`src/rtl/writeback_unit_pkg.sv`:
```
// Shared constants and the load-buffer entry type for the writeback stage.
package writeback_unit_pkg;

    localparam int unsigned REG_NUM_W = 5;
    localparam int unsigned XLEN      = 32;
    localparam int unsigned NUM_REGS  = 32;

    localparam logic [REG_NUM_W-1:0] REG_ZERO = 5'd0;

    // One buffered load response: destination register and data.
    typedef struct packed {
        logic [REG_NUM_W-1:0] rd_num;
        logic [XLEN-1:0]      val;
    } wb_entry_t;

endpackage

```
`src/rtl/writeback_unit_if.sv`:
```
// Writeback bus: ALU results, load responses, issue marks, hazard checks, RF write port.
// Optional forwarding outputs exist only when WRITEBACK_FWD_EN is defined.
interface writeback_unit_if;
    import writeback_unit_pkg::*;

    logic                 i_alu_valid;
    logic [REG_NUM_W-1:0] i_alu_rd_num;
    logic [XLEN-1:0]      i_alu_val;
    logic                 i_ld_valid;
    logic [REG_NUM_W-1:0] i_ld_rd_num;
    logic [XLEN-1:0]      i_ld_val;
    logic                 o_ld_ready;
    logic                 i_issue_valid;
    logic [REG_NUM_W-1:0] i_issue_rd_num;
    logic [REG_NUM_W-1:0] i_chk_num_1;
    logic [REG_NUM_W-1:0] i_chk_num_2;
    logic [REG_NUM_W-1:0] i_chk_rd;
    logic                 o_stall;
    logic                 o_w_op;
    logic [XLEN-1:0]      o_w_rd;
    logic [REG_NUM_W-1:0] o_w_rd_num;
`ifdef WRITEBACK_FWD_EN
    logic                 o_fwd_1_valid;
    logic [XLEN-1:0]      o_fwd_1;
    logic                 o_fwd_2_valid;
    logic [XLEN-1:0]      o_fwd_2;
`endif

    modport slave (
        input  i_alu_valid, i_alu_rd_num, i_alu_val,
        input  i_ld_valid, i_ld_rd_num, i_ld_val,
        input  i_issue_valid, i_issue_rd_num,
        input  i_chk_num_1, i_chk_num_2, i_chk_rd,
        output o_ld_ready, o_stall, o_w_op, o_w_rd, o_w_rd_num
`ifdef WRITEBACK_FWD_EN
        , output o_fwd_1_valid, o_fwd_1, o_fwd_2_valid, o_fwd_2
`endif
    );

    modport master (
        output i_alu_valid, i_alu_rd_num, i_alu_val,
        output i_ld_valid, i_ld_rd_num, i_ld_val,
        output i_issue_valid, i_issue_rd_num,
        output i_chk_num_1, i_chk_num_2, i_chk_rd,
        input  o_ld_ready, o_stall, o_w_op, o_w_rd, o_w_rd_num
`ifdef WRITEBACK_FWD_EN
        , input o_fwd_1_valid, o_fwd_1, o_fwd_2_valid, o_fwd_2
`endif
    );

endinterface

```
`src/rtl/writeback_unit_wb_fifo.sv`:
```
// Load-response FIFO; pointers carry an extra wrap bit to tell full from empty.
module wb_fifo
    import writeback_unit_pkg::*;
#(
    parameter int unsigned DEPTH = 4
) (
    input  logic      i_clk,
    input  logic      i_rst,
    input  logic      i_push,
    input  wb_entry_t i_din,
    input  logic      i_pop,
    output wb_entry_t o_head,
    output logic      o_full,
    output logic      o_empty
);
    localparam int unsigned AW = $clog2(DEPTH);
    localparam int unsigned PW = AW + 1;

    wb_entry_t     mem_q [DEPTH];
    logic [AW:0]   wr_ptr_q, wr_ptr_d;
    logic [AW:0]   rd_ptr_q, rd_ptr_d;

    // Pointer advance on push/pop.
    always_comb begin
        wr_ptr_d = wr_ptr_q;
        rd_ptr_d = rd_ptr_q;
        if (i_push) wr_ptr_d = wr_ptr_q + PW'(1);
        if (i_pop)  rd_ptr_d = rd_ptr_q + PW'(1);
    end

    // Pointer registers; reset empties the FIFO.
    always_ff @(posedge i_clk or negedge i_rst) begin
        if (!i_rst) begin
            wr_ptr_q <= '0;
            rd_ptr_q <= '0;
        end else begin
            wr_ptr_q <= wr_ptr_d;
            rd_ptr_q <= rd_ptr_d;
        end
    end

    // Entry storage; contents are don't-care until pushed.
    always_ff @(posedge i_clk) begin
        if (i_push) mem_q[wr_ptr_q[AW-1:0]] <= i_din;
    end

    assign o_head  = mem_q[rd_ptr_q[AW-1:0]];
    assign o_full  = (wr_ptr_q[AW] != rd_ptr_q[AW]) && (wr_ptr_q[AW-1:0] == rd_ptr_q[AW-1:0]);
    assign o_empty = (wr_ptr_q == rd_ptr_q);

endmodule

```
`src/rtl/writeback_unit.sv`:
```
// Writeback stage: merges ALU results and buffered loads onto the RF write port,
// and tracks registers awaiting load data for decode hazard stalls.
// Optional macro WRITEBACK_FWD_EN adds same-cycle bypass outputs.
module writeback_unit
    import writeback_unit_pkg::*;
#(
    parameter int unsigned DEPTH = 4
) (
    input  logic             i_clk,
    input  logic             i_rst,
    writeback_unit_if.slave  bus
);
    wb_entry_t             ld_entry;
    wb_entry_t             fifo_head;
    logic                  fifo_push;
    logic                  fifo_pop;
    logic                  fifo_full;
    logic                  fifo_empty;

    logic                  w_op_q, w_op_d;
    logic [XLEN-1:0]       w_rd_q, w_rd_d;
    logic [REG_NUM_W-1:0]  w_rd_num_q, w_rd_num_d;
    logic [NUM_REGS-1:0]   pending_q, pending_d;

    // ALU owns the port whenever valid; loads drain only in idle ALU cycles.
    always_comb begin
        ld_entry.rd_num = bus.i_ld_rd_num;
        ld_entry.val    = bus.i_ld_val;
        fifo_push       = bus.i_ld_valid && !fifo_full;
        fifo_pop        = !bus.i_alu_valid && !fifo_empty;
    end

    wb_fifo #(.DEPTH(DEPTH)) u_fifo (
        .i_clk   (i_clk),
        .i_rst   (i_rst),
        .i_push  (fifo_push),
        .i_din   (ld_entry),
        .i_pop   (fifo_pop),
        .o_head  (fifo_head),
        .o_full  (fifo_full),
        .o_empty (fifo_empty)
    );

    // Output select and scoreboard update; an issue wins over a same-edge clear.
    always_comb begin
        w_op_d     = 1'b0;
        w_rd_d     = w_rd_q;
        w_rd_num_d = w_rd_num_q;
        pending_d  = pending_q;
        if (bus.i_alu_valid) begin
            w_op_d     = (bus.i_alu_rd_num != REG_ZERO);
            w_rd_d     = bus.i_alu_val;
            w_rd_num_d = bus.i_alu_rd_num;
        end else if (fifo_pop) begin
            w_op_d     = (fifo_head.rd_num != REG_ZERO);
            w_rd_d     = fifo_head.val;
            w_rd_num_d = fifo_head.rd_num;
            pending_d[fifo_head.rd_num] = 1'b0;
        end
        if (bus.i_issue_valid) pending_d[bus.i_issue_rd_num] = 1'b1;
        pending_d[REG_ZERO] = 1'b0;
    end

    // Write-port and scoreboard registers.
    always_ff @(posedge i_clk or negedge i_rst) begin
        if (!i_rst) begin
            w_op_q     <= 1'b0;
            w_rd_q     <= '0;
            w_rd_num_q <= '0;
            pending_q  <= '0;
        end else begin
            w_op_q     <= w_op_d;
            w_rd_q     <= w_rd_d;
            w_rd_num_q <= w_rd_num_d;
            pending_q  <= pending_d;
        end
    end

    assign bus.o_w_op     = w_op_q;
    assign bus.o_w_rd     = w_rd_q;
    assign bus.o_w_rd_num = w_rd_num_q;
    assign bus.o_ld_ready = !fifo_full;
    assign bus.o_stall    = pending_q[bus.i_chk_num_1] | pending_q[bus.i_chk_num_2]
                          | pending_q[bus.i_chk_rd];

`ifdef WRITEBACK_FWD_EN
    // Bypass the write happening this cycle to decode's source operands.
    assign bus.o_fwd_1_valid = w_op_q && (w_rd_num_q == bus.i_chk_num_1) && (w_rd_num_q != REG_ZERO);
    assign bus.o_fwd_2_valid = w_op_q && (w_rd_num_q == bus.i_chk_num_2) && (w_rd_num_q != REG_ZERO);
    assign bus.o_fwd_1       = w_rd_q;
    assign bus.o_fwd_2       = w_rd_q;
`endif

endmodule
```
`src/flat_wrapper.sv`:
```
// flat-port wrapper written by rule: the top's interface ports become plain ports
module writeback_unit_flat import writeback_unit_pkg::*;
#(
    parameter int unsigned DEPTH = 4
)
  (i_clk, i_rst, bus_i_alu_valid, bus_i_alu_rd_num, bus_i_alu_val, bus_i_ld_valid, bus_i_ld_rd_num, bus_i_ld_val, bus_i_issue_valid, bus_i_issue_rd_num, bus_i_chk_num_1, bus_i_chk_num_2, bus_i_chk_rd, bus_o_ld_ready, bus_o_stall, bus_o_w_op, bus_o_w_rd, bus_o_w_rd_num);
  writeback_unit_if bus_i ();
  input  logic i_clk;
  input  logic i_rst;
  input wire logic [$bits(bus_i.i_alu_valid)-1:0] bus_i_alu_valid;
  input wire logic [$bits(bus_i.i_alu_rd_num)-1:0] bus_i_alu_rd_num;
  input wire logic [$bits(bus_i.i_alu_val)-1:0] bus_i_alu_val;
  input wire logic [$bits(bus_i.i_ld_valid)-1:0] bus_i_ld_valid;
  input wire logic [$bits(bus_i.i_ld_rd_num)-1:0] bus_i_ld_rd_num;
  input wire logic [$bits(bus_i.i_ld_val)-1:0] bus_i_ld_val;
  input wire logic [$bits(bus_i.i_issue_valid)-1:0] bus_i_issue_valid;
  input wire logic [$bits(bus_i.i_issue_rd_num)-1:0] bus_i_issue_rd_num;
  input wire logic [$bits(bus_i.i_chk_num_1)-1:0] bus_i_chk_num_1;
  input wire logic [$bits(bus_i.i_chk_num_2)-1:0] bus_i_chk_num_2;
  input wire logic [$bits(bus_i.i_chk_rd)-1:0] bus_i_chk_rd;
  output wire logic [$bits(bus_i.o_ld_ready)-1:0] bus_o_ld_ready;
  output wire logic [$bits(bus_i.o_stall)-1:0] bus_o_stall;
  output wire logic [$bits(bus_i.o_w_op)-1:0] bus_o_w_op;
  output wire logic [$bits(bus_i.o_w_rd)-1:0] bus_o_w_rd;
  output wire logic [$bits(bus_i.o_w_rd_num)-1:0] bus_o_w_rd_num;
  assign bus_i.i_alu_valid = bus_i_alu_valid;
  assign bus_i.i_alu_rd_num = bus_i_alu_rd_num;
  assign bus_i.i_alu_val = bus_i_alu_val;
  assign bus_i.i_ld_valid = bus_i_ld_valid;
  assign bus_i.i_ld_rd_num = bus_i_ld_rd_num;
  assign bus_i.i_ld_val = bus_i_ld_val;
  assign bus_i.i_issue_valid = bus_i_issue_valid;
  assign bus_i.i_issue_rd_num = bus_i_issue_rd_num;
  assign bus_i.i_chk_num_1 = bus_i_chk_num_1;
  assign bus_i.i_chk_num_2 = bus_i_chk_num_2;
  assign bus_i.i_chk_rd = bus_i_chk_rd;
  assign bus_o_ld_ready = bus_i.o_ld_ready;
  assign bus_o_stall = bus_i.o_stall;
  assign bus_o_w_op = bus_i.o_w_op;
  assign bus_o_w_rd = bus_i.o_w_rd;
  assign bus_o_w_rd_num = bus_i.o_w_rd_num;
  writeback_unit #(.DEPTH(DEPTH)) u_core (.i_clk(i_clk), .i_rst(i_rst), .bus(bus_i));
endmodule
```
`config.mk`:
```
export PLATFORM = sky130hd
export DESIGN_NAME = writeback_unit_flat
export DESIGN_NICKNAME = d
export VERILOG_FILES = /design/src/rtl/writeback_unit_pkg.sv /design/src/rtl/writeback_unit_if.sv /design/src/rtl/writeback_unit_wb_fifo.sv /design/src/rtl/writeback_unit.sv /design/src/flat_wrapper.sv
export SDC_FILE = /design/constraint.sdc
export NUM_CORES = 1
export LEC_CHECK = 0
export ABC_AREA = 0
export BUFFER_PORTS_ARGS = -buffer_cell sky130_fd_sc_hd__clkbuf_2
export CORE_UTILIZATION = 35
export CTS_CLUSTER_SIZE = 14
export DETAILED_ROUTE_END_ITERATION = 10
export PLACE_DENSITY = 0.54
export SLEW_MARGIN = 20
export SYNTH_ARGS = -nofsm -noshare
export SYNTH_HDL_FRONTEND = slang
export SYNTH_SLANG_ARGS = --single-unit
```
`constraint.sdc`:
```
create_clock -name i_clk -period 3.1 [get_ports i_clk]
set_input_delay 0.62 -clock i_clk [delete_from_list [all_inputs] [get_ports i_clk]]
set_output_delay 0.62 -clock i_clk [all_outputs]
set_load 0.02 [all_outputs]
```
==> reports/qor.yml, run 1 <==
run_status:
  status: "completed"
clocking:
  cts-root-buf: "clkbuf_16"
  cts_tree: "built"
  ctsHoldBuffers: 0
  path_clk_slew_ns: 0.06
  clockBufferDepth: 3
  clk-insertion-delay-late_ns: 0.52
  cts_buffers: 24
  htree_levels: 1
  cts.sinks: 223
detailed_routing:
  drt_pass1_iterations: 4
  drt_iter0_markers: 252
  wire_per_inst_um: 21.5
  routed_wl_um: 23900
  met3_length_um: 1220
  antenna_left: 0
  num_vias: 5808
  wl_met2_um: 12300
  top_layer: "met5"
  viasPerCell: 5.22
  drc_errors: 0
  wl_met1_um: 10000
setup_path:
  crit_type: "reg2out"
  worstSetupEndpointType: "output port"
  required_ns: 2.48
  cp_max_fo: 3
  start_kind: "register"
  crit_arrival_ns: 2.47
global_routing:
  grt_pass1_vias: 6359
  grt.overflow.total: 0
  grt_max_degree: 76
  antenna_found_initial: 2
  grt_usage_pct: 17.6
  grt_pass1_wl_um: 38000
placed_design:
  place_congestion: 0.838
  portBuffers: 138
  post-place-ws_ns: 0.0489
  place_area_um2: 10700
  hpwl_um: 16100
synth:
  synth_area_um2: 9560
  yosysSeqAreaShare_pct: 66.1
  synth_nets: 698
  yosys_warnings: 0
  synth_top_family_by_area: "multiplexers"
  synth_cell_type_count: 48
  avgSynthCellArea_um2: 16.1
  async_reset_ff_share_pct: 33.6
  yosys.area_share.simple_pct: 5.47
  netlist_instances: 594
  synth_compound_area_share_pct: 6.65
  synth_flop_cell: "edfxtp_1"
  synth-xor-area-share_pct: 0.641
  synth-edff-count: 148
  synth-seq-cells: 223
  synth.mux.area_fraction_pct: 18.9
  synthAdderAreaFrac_pct: 0.655
timing:
  min_period_over_period_pct: 99.6
  final.min_clock_period_ns: 3.09
  setup_violations: 0
  finClkSkew_ns: 0.0140
  max_freq_mhz: 324
  rsz0062_at_grt: "yes"
  tns_ns: 0
  final.setup.worst_slack_ns: 0.0111
  worst_slew_pin_slew_ns: 0.758
  slew_headroom_pct: 49.4
  hold_viol_final: 0
  final_max_slew_viol_count: 0
final_layout:
  mostFrequentLayoutCells: "edfxtp_1 (148), clkbuf_2 (136), o21ai_0 (80)"
  final_cell_area_um2: 11500
  n_fill_cell: 2452
  drive_gt1_share_pct: 34.3
  layout_commonest_cell: "edfxtp_1"
  area_delta_synth_final_pct: 20.8
  nets: 856
pwr:
  totalPowerFinal_w: 0.0114
  power_density_nw_per_um2: 986
  power.leakage_nw: 4.56
  vdd_drop_max_mv: 0.568
floorplan:
  initial_utilization_pct: 35.6
  boundaryPins: 139
  fp-row-count: 60
  dieHeight_um: 167
  die_w_um: 167
  core-area_um2: 26900
  dieArea_um2: 28000
job:
  drv_cap: 0
worst_hold_path:
  hp-class: "in2async"
cell families after synthesis:
logic type,after synthesis
AOI/OAI and AO/OA,115
xor gates and xnor gates,7
adders and majority gates,5
buffers and inverters,32
DFF,223
muxes,108
and+or+nand+nor,104
repair_timing:
item / 4_1_cts / 5_1_grt
buffers inserted: 8 / 0
pin swaps: 2 / 1
setup endpoints to repair: 1 / 1
gates resized for setup: 6 / 0
layer usage:
metal	GRT usage (%)	vias up
met5	0	-
met4	3.71	2
met3	3.33	31
met2	31.2	152
met1	22.5	2977
li1	-	2646
registers in the layout (all words and copies together) (netlist names):
name and cells:
u_core.bus.o_w_rd_num 5, u_core.bus.o_w_rd 32, u_core.u_fifo.mem_q 148, u_core.u_fifo.wr_ptr_q 3, u_core.bus.o_w_op 1, u_core.pending_q 31, u_core.u_fifo.rd_ptr_q 3
final timing paths:
kind | start | end | slack, ns | depth (start not counted)
min in group i_clk | bus_i_alu_val[0] | u_core.bus.o_w_rd[0] | 0.31 | 3
worst min register to register | u_core.u_fifo.rd_ptr_q[2] | u_core.u_fifo.rd_ptr_q[2] | 0.49 | 1
worst min-delay path | i_rst | u_core.bus.o_w_rd[21] | 0.13 | 1
worst max register to register | u_core.u_fifo.rd_ptr_q[0] | u_core.pending_q[25] | 0.84 | 4
worst max-delay path | u_core.pending_q[19] | bus_o_stall | 0.01 | 7
max in group asynchronous | i_rst | u_core.u_fifo.rd_ptr_q[0] | 2.37 | 1
worst max-delay path, stage by stage (launching register included):
cell	delay [ns]
dfrtp_1	0.42
buf_6	0.14
mux4_2	0.44
nand2b_4	0.15
and3_4	0.15
a2111oi_4	0.32
nand4_1	0.15
clkbuf_8	0.18
area by class of cell:
class                   instances  area, um^2  share of cell area, %
repair buffers                159         921                   7.98
diodes                          1        2.50                 0.0217
well taps                     341         427                   3.70
flip-flops and latches        223        6320                   54.8
inverters                       5        18.8                  0.163
clock buffers                  39         718                   6.22
clock inverters                 5        36.3                  0.314
multi-input cells             339        3100                   26.8
stage by stage:
stage	cells	hold WS, ns	util [%]
2_1_floorplan	594	0.324	-
3_3_place_gp	1059	0.480	39.8
3_5_place_dp	1059	0.483	39.8
4_1_cts	1111	0.291	42.9
5_1_grt	1111	0.202	43.0
6_report	1112	0.135	43.0
where the power goes:
| part | internal, W | switching (W) | total [W] |
|---|---|---|---|
| Clock | 0.00159 | 0.00113 | 0.00271 |
| Sequential | 0.00414 | 0.000627 | 0.00477 |
| Combinational | 0.00180 | 0.00211 | 0.00391 |
Yosys cell counts, types with 2 or more instances:
library cell  count  share of area [%]
nor3b_1           3               0.24
buf_1             2              0.079
buf_4             4               0.31
and2_1            2               0.13
nor2b_1           4               0.26
mux4_2           52                 12
clkbuf_1         13               0.51
nand3b_1         10               0.79
o21ai_1          23                1.2
or4_1             2               0.16
mux4_1            3               0.82
edfxtp_1        148                 46
or3b_2            2               0.18
xnor2_1           5               0.46
and3_4            2               0.24
xor2_1            2               0.18
buf_2             7               0.37
nand2b_1          2               0.13
inv_1             5               0.20
mux2_2            2               0.24
nand3_1           5               0.26
o21ai_0          80                4.2
and3_1            5               0.33
nor2_1            7               0.27
dfrtp_1          75                 20
nand2_1          55                2.2
ha_1              5               0.65
mux2i_1          49                5.1
No activity file was read; power rests on OpenSTA's default activity.
==> run 2, diff against run 1 <==
--- a/config.mk
+++ b/config.mk
@@ -7,10 +7,12 @@
 export LEC_CHECK = 0
 export ABC_AREA = 0
 export BUFFER_PORTS_ARGS = -buffer_cell sky130_fd_sc_hd__clkbuf_2
+export CAP_MARGIN = 20
 export CORE_UTILIZATION = 35
 export CTS_CLUSTER_SIZE = 14
 export DETAILED_ROUTE_END_ITERATION = 10
 export PLACE_DENSITY = 0.54
+export REMOVE_ABC_BUFFERS = 1
 export SLEW_MARGIN = 20
 export SYNTH_ARGS = -nofsm -noshare
 export SYNTH_HDL_FRONTEND = slang
==> run 2 against run 1 <==
  * Clock skew fell by 0.0049 ns
  * Global-route usage fell by 0.58 points
  * Clock power rose by 3%
  * First-iteration DRC count rose by 92%
  * Setup slack barely moved
  * Die area did not move
  * Combinational power rose by 2%
  * Utilization barely moved
  * Non-clock buffer count rose by 1
  * Sequential share of layout area fell by 0.059 points
  * Sequential cell count did not move
  * Via count rose by 2.1%
==> reports/qor.yml, run 2 (synthesis gave the netlist of run 1 again) <==
placed_design:
  place_congestion: 0.906  # +8.1%
  post-place-ws_ns: 0.0756  # +0.0268 ns
  hpwl_um: 16000  # -1.2%
  dp_cells: 1061  # +0.19%
  portBuffers: 138  # unchanged
final_layout:
  nets: 856  # unchanged
  area_delta_synth_final_pct: 20.9
  drive_gt1_share_pct: 34.9  # +0.56 points
  stdcell_count: 1112  # unchanged
  n_fill_cell: 2442  # -0.41%
  largest_reg_flops: 148  # unchanged
  layout_commonest_cell: "edfxtp_1"
  mostFrequentLayoutCells: "edfxtp_1 (148), clkbuf_2 (136), o21ai_0 (80)"
  utilization_pct: 43.0  # +0.046 points
setup_path:
  cp_max_fo: 4  # +1
  worstRegToRegCells: 6  # +2
  crit_type: "reg2out"
  regToRegStartpoint: "u_core.u_fifo.rd_ptr_q[0]"
  crit_arrival_ns: 2.47  # about the same
  start_kind: "register"
  r2r_slack_ns: 0.60  # -0.24 ns
  rr_endpoint: "u_core.pending_q[9]"
  worstSetupEndpointType: "output port"
  required_ns: 2.48  # about the same
timing:
  slew_headroom_pct: 47.4  # -2.0 points
  final_max_slew_viol_count: 0  # unchanged
  finClkSkew_ns: 0.00909  # -0.00488 ns
  hold_viol_final: 0  # unchanged
  min_period_over_period_pct: 99.7  # about the same
  max_freq_mhz: 324  # about the same
  rsz0062_at_grt: "yes"
  tns_ns: 0  # unchanged
  setup_violations: 0  # unchanged
  final.min_clock_period_ns: 3.09  # +0.000483 ns
  final.setup.worst_slack_ns: 0.0106  # -0.000483 ns
  worst_slew_pin_slew_ns: 0.788  # +0.0294 ns
global_routing:
  grt_pass1_wl_um: 36500  # -4.0%
  antenna_found_initial: 0  # -2
  grt.overflow.total: 0  # unchanged
  grt_pass1_vias: 6364  # +0.079%
  grt_usage_pct: 17.0  # -0.58 points
  grt_max_degree: 60  # -21%
detailed_routing:
  antenna_left: 0  # unchanged
  drt_iter0_markers: 483  # +92%
  wire_per_inst_um: 21.2  # -1.3%
  routed_wl_um: 23500  # -1.3%
  viasPerCell: 5.33  # +2.1%
  num_vias: 5930  # +2.1%
  drc_errors: 0  # unchanged
  drt_pass1_iterations: 6  # +2
clocking:
  cts-root-buf: "clkbuf_16"
  clockBufferDepth: 3  # unchanged
  path_clk_slew_ns: 0.06  # about the same
  htree_levels: 1  # unchanged
  cts.sinks: 223  # unchanged
  cts_buffers: 23  # -4.2%
  cts_tree: "built"
  clk-insertion-delay-late_ns: 0.51  # about the same
pwr:
  vdd_drop_max_mv: 0.522  # -8.0%
  combPwrFrac_pct: 34.7  # +0.4 points
  p_seq_share_pct: 41.1  # -0.8 points
  p_int_w: 0.00760  # +1.1%
  power_switching_share_pct: 33.8  # -0.082 points
  clkPwrFrac_pct: 24.3  # +0.5 points
  power_density_nw_per_um2: 995  # +0.87%
  power.switching_w: 0.00389  # +0.73%
  power.leakage_nw: 4.57  # +0.34%
floorplan:
  boundaryPins: 139  # unchanged
  initial_utilization_pct: 35.6  # unchanged
  die_w_um: 167  # unchanged
  fp-row-count: 60  # unchanged
  dieHeight_um: 167  # unchanged
  dieArea_um2: 28000  # unchanged
  core-area_um2: 26900  # unchanged
job:
  drv_cap: 0  # unchanged
worst_hold_path:
  hp-class: "in2async"
run_status:
  status: "completed"
## run 2: cell count changes in the layout (fill, tap and decap cells not counted), sizes merged
cell    before  now
buf         22   23
clkbuf     176  169
bufinv       0    2
diode        1    2
inv          5    6
clkinv       5    7
## run 2: how the worst max path moves through the flow
stage	start	endpoint	slack, ns	depth (start not counted)
after floorplan	u_core.u_fifo.rd_ptr_q[0]	u_core.bus.o_w_rd[12]	-0.77	4
after global placement	bus_i_chk_rd[0]	bus_o_stall	0.09	7
after detailed placement	bus_i_chk_rd[0]	bus_o_stall	0.08	7
after CTS	u_core.pending_q[19]	bus_o_stall	0.002	7
after global routing	u_core.pending_q[21]	bus_o_stall	-0.08	6
final	u_core.pending_q[21]	bus_o_stall	0.01	6
## run 2: worst max-delay path, stage by stage (launching register included)
cell       delay, ns
dfrtp_1         0.44
mux4_2          0.47
mux2_4          0.27
and3_4          0.19
a2111oi_4       0.26
nand4_1         0.16
clkbuf_8        0.19
## run 2: power by group through the flow
stage,Clock [W],Combinational [W],Sequential [W]
3_5_place_dp,0,0.00394,0.00480
4_1_cts,0.00286,0.00406,0.00472
3_3_place_gp,0,0.00385,0.00476
6_report,0.00279,0.00398,0.00472
5_1_grt,0.00296,0.00437,0.00480
2_1_floorplan,0,0.00229,0.00496
## run 2: metal layers
metal / vias up / share of wire, % / track usage, %
li1: 2650 / - / -
met1: 2998 / 43 / 22.4
met3: 54 / 6.3 / 3.29
met5: - / 0 / 0
met2: 228 / 48 / 28.7
met4: 0 / 2.8 / 4.95
## run 2: area by class of cell
type                            instances  area [um^2]  area share [%]
Clock buffer                           32          671            5.80
Antenna cell                            2         5.00          0.0433
Clock inverter                         10          106           0.920
Timing Repair Buffer                  160          908            7.86
Sequential cell                       223         6320            54.7
Tap cell                              341          427            3.69
Inverter                                5         18.8           0.162
Multi-Input combinational cell        339         3100            26.8
## run 2: timing repair
| action | in CTS | in global routing |
|---|---|---|
| pin swaps | 2 | 2 |
| setup endpoints to repair | 1 | 1 |
| buffers inserted | 7 | 0 |
| hold buffers | 0 | 0 |
| gates resized for setup | 3 | 2 |
## run 2: metrics by stage
stage / hold WS (ns) / instance area [um^2] / power (W)
floorplan: 0.324 / 9430 / 0.00725
global placement: 0.475 / 10700 / 0.00861
detailed placement: 0.488 / 10700 / 0.00874
CTS: 0.163 / 11500 / 0.0116
global route: 0.176 / 11600 / 0.0121
finish: 0.143 / 11600 / 0.0115
